**src/rtl/joy_serializer.sv**
```systemverilog
`default_nettype none
// ============================================================================
//  Module   : joy_serializer
//  Purpose  : Target-side emulator of the two-player serial joystick chain.
//             Captures two 8-bit pads (or their alternate banks) on the
//             reader's load strobe and shifts them out, active-low, one bit
//             per rising edge of the reader's shift clock.
//  Revision : 1.0 - initial release
// ============================================================================
module joy_serializer #(
  parameter int SYNC  = 2,   // synchroniser depth on joyCk/joyLd/joyS (>= 2)
  parameter int FRAME = 16   // two 8-bit pads; not meant to be overridden
) (
  input  logic       clock,
  input  logic       reset,
  input  logic       joyCk,
  input  logic       joyLd,
  input  logic       joyS,
  output logic       joyD,
  input  logic [7:0] joy1,
  input  logic [7:0] joy2,
  input  logic [7:0] joy1x,
  input  logic [7:0] joy2x,
  output logic       loaded,
  output logic       done,
  output logic       overrun
);

  localparam int             CW      = $clog2(FRAME + 1);
  localparam logic [CW-1:0]  CNT_END = CW'(FRAME);

  // Synchroniser chains plus one delay flop each for the edge detectors
  logic [SYNC-1:0] ck_sync;
  logic [SYNC-1:0] ld_sync;
  logic [SYNC-1:0] s_sync;
  logic            ck_d;
  logic            ld_d;

  logic            ck_s;
  logic            ld_s;
  logic            s_s;
  logic            ck_rise;
  logic            ld_fall;

  // Frame state
  logic [FRAME-1:0] sr;
  logic [CW-1:0]    cnt;
  logic [FRAME-1:0] sr_next;
  logic [CW-1:0]    cnt_next;
  logic             done_evt;
  logic             ovr_evt;

  assign ck_s    = ck_sync[SYNC-1];
  assign ld_s    = ld_sync[SYNC-1];
  assign s_s     = s_sync[SYNC-1];
  assign ck_rise = ck_s & ~ck_d;
  assign ld_fall = ~ld_s & ld_d;

  // Bring the reader's asynchronous strobes into the clock domain. The
  // reset values match the idle bus levels so no edge fires on release.
  always_ff @(posedge clock or negedge reset) begin
    if (!reset) begin
      ck_sync <= '1;
      ld_sync <= '1;
      s_sync  <= '0;
      ck_d    <= 1'b1;
      ld_d    <= 1'b1;
    end else begin
      ck_sync <= {ck_sync[SYNC-2:0], joyCk};
      ld_sync <= {ld_sync[SYNC-2:0], joyLd};
      s_sync  <= {s_sync[SYNC-2:0], joyS};
      ck_d    <= ck_s;
      ld_d    <= ld_s;
    end
  end

  // Next-state of the shifter: load is a level and beats any shift edge.
  always_comb begin
    sr_next  = sr;
    cnt_next = cnt;
    done_evt = 1'b0;
    ovr_evt  = 1'b0;
    if (!ld_s) begin
      sr_next  = s_s ? {joy2, joy1} : {joy2x, joy1x};
      cnt_next = '0;
    end else if (ck_rise) begin
      if (cnt != CNT_END) begin
        sr_next  = {1'b0, sr[FRAME-1:1]};
        cnt_next = cnt + 1'b1;
        done_evt = (cnt == CNT_END - 1'b1);
      end else begin
        ovr_evt  = 1'b1;
      end
    end
  end

  // Register the frame state and all outputs. joyD is derived from the
  // next state so each bit appears together with the shift that exposes it.
  always_ff @(posedge clock or negedge reset) begin
    if (!reset) begin
      sr      <= '0;
      cnt     <= CNT_END;
      joyD    <= 1'b1;
      loaded  <= 1'b0;
      done    <= 1'b0;
      overrun <= 1'b0;
    end else begin
      sr      <= sr_next;
      cnt     <= cnt_next;
      joyD    <= (cnt_next == CNT_END) ? 1'b1 : ~sr_next[0];
      loaded  <= ld_fall;
      done    <= done_evt;
      if (ld_fall) begin
        overrun <= 1'b0;
      end else if (ovr_evt) begin
        overrun <= 1'b1;
      end
    end
  end

endmodule
`default_nettype wire
```
**config.mk**
```make
export PLATFORM = sky130hd
export DESIGN_NAME = joy_serializer
export DESIGN_NICKNAME = d
export VERILOG_FILES = /design/src/rtl/joy_serializer.sv
export SDC_FILE = /design/constraint.sdc
export NUM_CORES = 1
export LEC_CHECK = 0
export ABC_AREA = 0
export CAP_MARGIN = 10
export CORE_MARGIN = 1
export CORE_UTILIZATION = 25
export CTS_CLUSTER_SIZE = 12
export DETAILED_ROUTE_END_ITERATION = 10
export GPL_ROUTABILITY_DRIVEN = 1
export RECOVER_POWER = 100
export SLEW_MARGIN = 30
export SYNTH_ARGS = -nofsm -noshare
export SYNTH_HDL_FRONTEND = slang
export SYNTH_SLANG_ARGS = --single-unit
export TNS_END_PERCENT = 100
```
**constraint.sdc**
```tcl
create_clock -name clock -period 2.58 [get_ports clock]
set_input_delay 0.516 -clock clock [delete_from_list [all_inputs] [get_ports clock]]
set_output_delay 0.516 -clock clock [all_outputs]
set_load 0.01 [all_outputs]
```
# After elaboration in Yosys (flattened, before gate mapping)
# Index checks and enable logic that the tools add are counted.
# op_classes
add_sub_neg	1
eq_ne	5
muxes	16
bitwise	5
n_reduce_logical	2
# ops
operator	count
16-bit two-way mux	4
5-bit two-way mux	3
1-bit two-way mux	9
5-bit by 1-bit adder with 5-bit output (second input constant)	1
5-bit by 4-bit == test with 1-bit output (second input constant)	1
5-bit == test (second input constant)	1
5-bit inequality test (second input constant)	1
2-bit by 1-bit inequality test with 1-bit output (second input constant)	2
1-bit NOT	3
1-bit bitwise AND	2
2-bit AND reduction	1
2-bit nonzero test	1
# word_totals
ff_bits	33
inputBits	37
out_inout_bits	4
word_cells	41

# Longest topological paths before layout
# Gate-level depths: netlist of run 1.
# depth
ltp_word	6
mapped_depth	7
ltp_nobuf	7

# Least setup slack after synthesis of run 1
# OpenSTA, ideal clock, no wires.
# synth_path
path_kind	flip-flop to flip-flop
start	register cnt[0]
end	register joyD
setup_ns	0.097
arrival_time_ns	1.739
required_time_ns	2.483
path_slack_ns	0.743
path_stages_with_launch	8
period_less_slack_ns	1.837
path_cell_list	dfrtp_1 -> ha_1 -> and3_2 -> ha_1 -> and3b_1 -> a221oi_2 -> o21ai_1 -> o41ai_2
# synth_between
elab_chain_cells	6
word_cells_on_any_way	11
cone_classes	1 x add/sub; 2 x eq/ne; 7 x mux; 1 x bitwise
# synth_rtl
element	line	source
from (decl)	47	logic [CW-1:0] cnt;
from (signal assigned)	109	cnt <= cnt_next;
5-bit by 1-bit adder with 5-bit output / 5-bit inequality test (equally long branches)	89, 87	
5-bit two-way mux (*)	87	if (cnt != CNT_END) begin
5-bit two-way mux (*)	86	end else if (ck_rise) begin
5-bit two-way mux (*)	83	if (!ld_s) begin
net cnt_next[4]	49	logic [CW-1:0] cnt_next;
5-bit == test (*)	110	joyD <= (cnt_next == CNT_END) ? 1'b1 : ~sr_next[0];
1-bit two-way mux (*)	110	
to (signal assigned)	110	
to (decl)	19	output logic joyD,
# Mark *: on every way through the listed nets, which the timed path passes. The rest lies on a longest branch. The select of a mux whose other input is x is not followed.
# A chain may end at the register's enable or synchronous reset.

# Final worst setup path of run 1
# layout_path
start	register cnt[0]
end	register sr[13]
# layout_between
elab_chain_cells	3
# layout_rtl
element	line	source
5-bit inequality test	87	
2-bit by 1-bit inequality test with 1-bit output (no source line)	--	
2-bit AND reduction (no source line)	--	
to (signal assigned)	108	sr <= sr_next;
to (decl)	46	logic [FRAME-1:0] sr;
# Every way passes these cells.

==> results.toml, run 1 <==
[power_and_ir_drop]
power.density_nw_per_um2 = 558
swShare_pct = 24.1
p_switching_uw = 292
clkPwrFrac_pct = 35.1
power_frac_comb_pct = 15.4
p_seq_share_pct = 49.4
p_total_mw = 1.21
ir_worst_vdd_mv = 0.221
power.leakage_nw = 0.847
p_int_uw = 919

[yosys]
synth_top_family_by_area = "compound AO/OA/AOI/OAI gates"
synthXorXnorAreaFrac_pct = 0
synth_area_leader_cell = "dfrtp_1"
syn_area_per_cell_um2 = 11.3
synth_ff_type = "dfrtp_1"
synth_enable_flop_cells = 0
synth_compound_area_share_pct = 17.5
synth_cell_types = 31
ys_seq_elements = 33
ys_async_sr_fraction_pct = 100
seq_area_frac_synth_pct = 51.1
yosys.area.top_type_share_pct = 38.3
synth_nets = 184
netlist_instances = 144
yosys.area_share.simple_pct = 14.2
synth_fa_ha_area_share_pct = 2.30
synthMuxAreaShare_pct = 9.80
synth_area_leaders = "dfrtp_1 38%, dfstp_2 13%, mux2i_1 9.8%"
yosysWarnings = 0
mappedNetlistArea_um2 = 1630

[sta]
slew_headroom_pct = 36.3
finalHoldViolCount = 0
period_minus_slack_ns = 2.16
hold_slack_ns = 0.347
max_freq_mhz = 464
clock_skew_ns = 0.00186
fin_setup_tns_ns = 0
setup_viol = 0
grt_setup_unrepaired = "false"
slew_violations = 0
post-route-period-util_pct = 83.6
tightest_slew_ns = 0.955

[placed_design]
place_congestion = 0.798
io_buffers = 40
dp.cells = 255
place.detailed.hpwl_um = 2300
place_area_um2 = 2090

[flow_run]
cap_violations = 0

[cells_and_area]
drive_above_1_share_pct = 11.8
fin_area_um2 = 2170
fin_cells = 263
antenna_cells = 0
finalNetCount = 225
area.growth.synth_to_final_pct = 32.7

[worst_setup_path]
cp_max_fo = 16
cp.required_ns = 2.72
critPathCaptureType = "flip-flop"
crit_type = "reg -> reg"
start_kind = "flip-flop"
cp.arrival_ns = 2.30

[die]
die_h_um = 82.8
start_util_pct = 25.9
boundaryPins = 41
die_w_um = 82.8
core_um2 = 6310
rows = 29
die_area_um2 = 6860

[global_route]
grt_max_degree = 34
overflow = 0
grt_first_pass_wirelength_um = 5660
grt_use_total_pct = 10.5
grt_pass1_vias = 1222
grt_antenna_before_repair = 0

[cts]
path_clk_slew_ns = 0.07
clock_latency_ns = 0.28
cts-htree-levels = 2
post-cts-setup-buffers = 0
cts_buffers = 5
ctsHoldBuffers = 0
ctsResizeCount = 0
cts_root_buf = "clkbuf_8"
cts_tree = "built"
cts_buffer_depth = 2
clock_sink_count = 33

[detailed_routing]
routedWlPerCell_um = 12.2
drc_errors = 0
postRouteAntennaNets = 0
wl_um = 3210
viasPerCell = 4.52
vias = 1189
firstDrtPassIters = 4
drt-initial-drc-count = 58

[status]
status = "complete, no violations"

[hold_path]
hp-class = "reg -> reg"
flip-flops by register name (all words and copies together) (netlist names):
signal	count
overrun	1
ck_d	1
loaded	1
done	1
s_sync	2
ld_d	1
cnt	5
sr	16
ld_sync	2
joyD	1
ck_sync	2
logic make-up after synthesis:
group	count (synthesis)
adders and majority gates	3
muxes	16
AOI/OAI and AO/OA	44
DFF	33
buffers and inverters	15
and+or+nand+nor	33
critical path, cell delays in order (launching register included):
cell and delay (ns):
dfrtp_1 0.39, inv_1 0.08, ha_1 0.24, and4bb_4 0.22, nor2_2 0.72, mux2i_1 0.27, a21oi_1 0.08
through the flow:
stage,util (%),setup WS [ns]
floorplan,-,0.743
global placement,33.2,0.683
detailed placement,33.2,0.614
CTS,34.8,0.597
global route,34.3,0.251
finish,34.3,0.424
cell type report:
cell class	count	area [um^2]
clock buffer	7	96.3
timing repair buffer	43	420
inverter	6	22.5
multi-input combinational	96	692
fill	674	4150
sequential	33	836
clock inverter	1	5.00
tap	77	96.3
synth_stat cells (all sizes together), types with 2 or more instances:
cell type  count
nand2          2
nand3          3
o21ai          8
nor2b         17
and3           2
a21oi         17
inv            6
ha             3
a211oi        15
buf            4
clkbuf         5
nor2           2
mux2i         16
dfrtp         25
dfstp          8
worst paths after layout:
kind / end / slack (ns) / cells past startpoint / startpoint
min in group asynchronous: sr[8] / 0.85 / 2 / reset
min: s_sync[1] / 0.35 / 0 / s_sync[0]
max in group asynchronous: loaded / 1.23 / 2 / reset
max reg2reg: sr[13] / 0.42 / 6 / cnt[0]
min reg2reg: s_sync[1] / 0.35 / 0 / s_sync[0]
max: sr[13] / 0.42 / 6 / cnt[0]
power groups by stage:
stage	logic, mW	clock network [mW]	registers [mW]
floorplan	0.111	0	0.600
global placement	0.196	0	0.609
detailed placement	0.198	0	0.610
CTS	0.200	0.446	0.600
global route	0.211	0.474	0.606
finish	0.187	0.425	0.599
placed cells by master, fill, tap and decap left out, types with 2 or more instances in the layout:
master           instances
ha_1                     3
nor2b_1                 17
dlygate4sd3_1            8
a21oi_1                 17
nand3_1                  3
o21ai_0                  8
and3_2                   2
clkbuf_8                 7
inv_1                    6
buf_4                    2
dfrtp_1                 25
a211oi_1                15
clkdlybuf4s50_1         32
mux2i_1                 16
nand2_1                  2
dfstp_2                  6
dfstp_1                  2
layer usage:
layer  routed length, um  up-vias  GRT usage (%)
li1                    -      600              -
met1                1500      555           12.6
met2                1530       28           16.3
met3                 116        6           3.28
met4                  63        0           6.43
met5                   0        -              0
No activity file was read; power rests on OpenSTA's default activity.
==> inputs of run 2 (changes only) <==
==> constraint.sdc (replaced) <==
create_clock -name clock -period 2.07 [get_ports clock]
set_input_delay 0.414 -clock clock [delete_from_list [all_inputs] [get_ports clock]]
set_output_delay 0.414 -clock clock [all_outputs]
set_load 0.01 [all_outputs]
==> run 2 against run 1 <==
Compared with the run above:
- via count fell by 1.3%
- clock skew rose by 0.0055 ns
- critical path depth rose by 1
- worst setup slack got worse by 0.32 ns
- global-route usage fell by 0.42 points
- sequential power rose by 24%
- sequential cell count did not move
- highest routed layer unchanged
==> results.toml, run 2 (synthesis results as in run 1) <==
[cells_and_area]
finalNetCount = 227
mostFrequentLayoutCells = "32 x clkdlybuf4s50_1, 25 x dfrtp_1, 17 x nor2b_1, 17 x a21oi_1, 16 x mux2i_1"
regMostFlops = "sr"
fin_area_um2 = 2180
layout_commonest_cell = "clkdlybuf4s50_1"
drive_above_1_share_pct = 10.6
utilization_pct = 34.5
area.growth.synth_to_final_pct = 33.2
largest_reg_flops = 16
antenna_cells = 0
reg_top3 = "sr: 16 flops, cnt: 5 flops"

[worst_setup_path]
cp_common_cell = "ha_1"
crit_type = "reg -> reg"
cp.required_ns = 2.25
reg2reg_slack_ns = 0.11
crit_buf_inv = 0
start_kind = "flip-flop"
path_cells = "ha_1 > and3_2 > ha_1 > and3b_1 > a221oi_2 > o21ai_1 > o41ai_2"
cp_slowest_cell = "dfrtp_1"
critPathCaptureType = "flip-flop"
critPathTopFamily = "compound AO/OA/AOI/OAI gates"
worst_path_largest_cell_delay_ns = 0.41
cp_max_fo = 4
cp.arrival_ns = 2.14

[die]
boundaryPins = 41
die_h_um = 82.8
die_w_um = 82.8
core_um2 = 6310
die_area_um2 = 6860
start_util_pct = 25.9
rows = 29

[sta]
period_minus_slack_ns = 1.96
slew_violations = 0
fin_setup_tns_ns = 0
finalHoldViolCount = 0
setup_viol = 0
max_freq_mhz = 509
clock_skew_ns = 0.00733
slew_headroom_pct = 46.5
post-route-period-util_pct = 94.9
tightest_slew_ns = 0.803
fin_ws_ns = 0.106

[placed_design]
pre_cts_ws_ns = 0.108
place_congestion = 0.802
io_buffers = 40
place_area_um2 = 2100
place.detailed.hpwl_um = 2310

[detailed_routing]
vias = 1174
drt-initial-drc-count = 94
viasPerCell = 4.43
postRouteAntennaNets = 0
wl_um = 3150
drc_errors = 0
firstDrtPassIters = 4
routedWlPerCell_um = 11.9

[hold_path]
hp-class = "reg -> reg"

[cts]
path_clk_slew_ns = 0.06
cts_root_buf = "clkbuf_8"
cts-htree-levels = 2
cts_buffer_depth = 2
ctsHoldBuffers = 0
cts_buffers = 5
clock_sink_count = 33
cts_tree = "built"
clock_latency_ns = 0.28

[power_and_ir_drop]
power.density_nw_per_um2 = 674
power.leakage_nw = 0.847
ir_worst_vdd_mv = 0.321

[flow_run]
cap_violations = 0

[global_route]
grt_max_degree = 34
overflow = 0
grt_use_total_pct = 10.0
grt_pass1_vias = 1207
grt_antenna_before_repair = 0
grt_first_pass_wirelength_um = 5490

[status]
status = "complete, no violations"
[run 2: what timing repair did]
item | CTS | global route
buffers inserted | 0 | 1
endpoints found under the setup margin | 0 | 1
resized for setup | 0 | 0
[run 2: final cells by class]
cell class,count,area [um^2]
Clock buffer,8,90.1
Fill cell,671,4140
Inverter,6,22.5
Multi-Input combinational cell,96,699
Sequential cell,33,836
Tap cell,77,96.3
Timing Repair Buffer,45,432
[run 2: per-stage QoR]
stage / instances / total power, mW / hold slack [ns]
after global routing: 265 / 1.56 / 0.362
after floorplan: 144 / 0.886 / 0.118
final: 265 / 1.47 / 0.359
after CTS: 264 / 1.51 / 0.355
after global placement: 256 / 1.00 / 0.334
after detailed placement: 256 / 1.01 / 0.346
[run 2: worst reg2reg max path: stages, from the launching register on]
cell	delay [ns]
dfrtp_1	0.41
ha_1	0.23
and3_2	0.22
ha_1	0.26
and3b_1	0.17
a221oi_2	0.25
o21ai_1	0.12
o41ai_2	0.21
[run 2: routing by layer]
metal | wire, um | track usage [%] | part of all wire (%)
met2 | 1490 | 15.4 | 47
met4 | 77 | 6.11 | 2.4
met3 | 111 | 3.18 | 3.5
met1 | 1470 | 12.3 | 47
met5 | 0 | 0 | 0
[run 2: report_power, final]
part,switching (mW),internal [mW]
registers,0.0343,0.709
clock network,0.212,0.271
logic,0.103,0.137
total,0.349,1.12
[run 2: final timing paths]
kind | startpoint | to | cells after the start
worst max-delay path | cnt[0] | joyD | 7
worst min-delay path | ck_sync[0] | ck_sync[1] | 0
worst min register to register | ck_sync[0] | ck_sync[1] | 0
max in group asynchronous | reset | loaded | 2
min in group asynchronous | reset | sr[11] | 2
worst max register to register | cnt[0] | joyD | 7
==> inputs of run 3 (changes only) <==
--- a/config.mk
+++ b/config.mk
@@ -6,13 +6,12 @@
 export NUM_CORES = 1
 export LEC_CHECK = 0
 export ABC_AREA = 0
-export CAP_MARGIN = 10
+export CAP_MARGIN = 40
 export CORE_MARGIN = 1
 export CORE_UTILIZATION = 25
 export CTS_CLUSTER_SIZE = 12
 export DETAILED_ROUTE_END_ITERATION = 10
 export GPL_ROUTABILITY_DRIVEN = 1
-export RECOVER_POWER = 100
 export SLEW_MARGIN = 30
 export SYNTH_ARGS = -nofsm -noshare
 export SYNTH_HDL_FRONTEND = slang
==> run 3 against run 2 <==
Compared with the run above:
- maximum frequency decreased by 0.25%
- critical path depth is the same
- clock power about the same
- highest routed layer unchanged
- sequential cell count is the same
- largest cell class unchanged
- critical endpoint unchanged
==> results.toml, run 3 (synthesis results as in run 1) <==
[worst_setup_path]
cp.arrival_ns = 2.15
cp_max_fo = 4
crit_type = "reg -> reg"
reg2reg_slack_ns = 0.10
start_kind = "flip-flop"
cp.required_ns = 2.25
critPathCaptureType = "flip-flop"

[sta]
clock_skew_ns = 0.00595
slew_headroom_pct = 67.8
slew_violations = 0
tightest_slew_ns = 0.484
max_freq_mhz = 508
post-route-period-util_pct = 95.1
hold_slack_ns = 0.353
setup_viol = 0
period_minus_slack_ns = 1.97
finalHoldViolCount = 0

[die]
die_h_um = 82.8
die_area_um2 = 6860
rows = 29
die_w_um = 82.8
core_um2 = 6310
start_util_pct = 25.9
boundaryPins = 41

[cts]
path_clk_slew_ns = 0.06
clock_latency_ns = 0.28
cts_root_buf = "clkbuf_8"
cts_tree = "built"
clock_sink_count = 33
cts_buffers = 5
cts_buffer_depth = 2
cts-htree-levels = 2

[cells_and_area]
finalNetCount = 227
utilization_pct = 34.8
fin_area_um2 = 2200
mostFrequentLayoutCells = "40 x clkdlybuf4s50_1, 25 x dfrtp_1, 17 x nor2b_1"
layout_commonest_cell = "clkdlybuf4s50_1"
reg_top3 = "sr: 16 flops, cnt: 5 flops"
area.growth.synth_to_final_pct = 34.5
regMostFlops = "sr"
fin_cells = 265
antenna_cells = 0
largest_reg_flops = 16
drive_above_1_share_pct = 13.8

[power_and_ir_drop]
swShare_pct = 23.7
p_switching_uw = 351
clkPwrFrac_pct = 32.6
power.leakage_nw = 0.847
p_int_mw = 1.13
power.density_nw_per_um2 = 672
power_frac_comb_pct = 16.9
ir_worst_vdd_mv = 0.300
p_seq_share_pct = 50.4

[hold_path]
hp-class = "reg -> reg"

[placed_design]
place_area_um2 = 2100
dp.cells = 256
place.detailed.hpwl_um = 2310
io_buffers = 40
place_congestion = 0.802

[detailed_routing]
wl_um = 3140
viasPerCell = 4.43
postRouteAntennaNets = 0
vias = 1173
drc_errors = 0
firstDrtPassIters = 4
drt-initial-drc-count = 81
routedWlPerCell_um = 11.9

[global_route]
grt_max_degree = 34
grt_pass1_vias = 1207
overflow = 0
grt_first_pass_wirelength_um = 5490
grt_use_total_pct = 10.0
grt_antenna_before_repair = 0

[flow_run]
cap_violations = 0

[status]
status = "complete, no violations"
run 3: cell types whose count changed in the layout (fill, tap and decap cells not counted), moves of 2 or more:
cell             previous run  this run
dfstp_2                     5         8
dfstp_1                     3         0
clkdlybuf4s50_1            32        40
dlygate4sd3_1               8         0
buf_4                       3         5
run 3: power by group through the flow:
stage | clock network [mW] | logic (mW) | registers (mW)
finish | 0.481 | 0.250 | 0.745
global route | 0.535 | 0.281 | 0.753
CTS | 0.510 | 0.253 | 0.746
detailed placement | 0 | 0.252 | 0.757
global placement | 0 | 0.249 | 0.755
floorplan | 0 | 0.138 | 0.748
run 3: cell type report:
type | instances | area, um^2
Fill cell | 663 | 4120
Sequential cell | 33 | 836
Clock buffer | 8 | 90.1
Multi-Input combinational cell | 96 | 716
Tap cell | 77 | 96.3
Timing Repair Buffer | 45 | 438
Inverter | 6 | 22.5
run 3: critical path: stages, from the launching register on:
cell and delay [ns]:
dfrtp_1 0.41, ha_1 0.23, and3_2 0.22, ha_1 0.26
and3b_1 0.17, a221oi_2 0.25, o21ai_1 0.12, o41ai_2 0.21
run 3: worst paths after layout:
check,from,to,cells past startpoint
worst min-delay path,ck_sync[0],ck_sync[1],0
worst max-delay path,cnt[0],joyD,7
max in group asynchronous,reset,ck_sync[0],2
worst min register to register,ck_sync[0],ck_sync[1],0
worst max register to register,cnt[0],joyD,7
min in group asynchronous,reset,sr[8],2
run 3: repair_timing:
action / CTS / global route
endpoints found under the setup margin: 0 / 1
hold buffers: 0 / 0
setup buffers: 0 / 1
gates resized for setup: 0 / 0
run 3: metal layers:
| layer | global-route usage (%) | share of wire, % | routed length (um) | up-vias |
|---|---|---|---|---|
| met2 | 15.4 | 47 | 1470 | 25 |
| met3 | 3.18 | 3.5 | 111 | 6 |
| met1 | 12.3 | 47 | 1480 | 534 |
| li1 | - | - | - | 608 |
| met5 | 0 | 0 | 0 | - |
| met4 | 6.11 | 2.5 | 77 | 0 |
run 3: metrics by stage:
step | setup TNS, ns | power, mW | setup WS, ns
after CTS | 0 | 1.51 | 0.0900
final | 0 | 1.48 | 0.101
after detailed placement | 0 | 1.01 | 0.108
after global routing | -0.0101 | 1.57 | -0.0101
after global placement | 0 | 1.00 | 0.174
after floorplan | 0 | 0.886 | 0.233
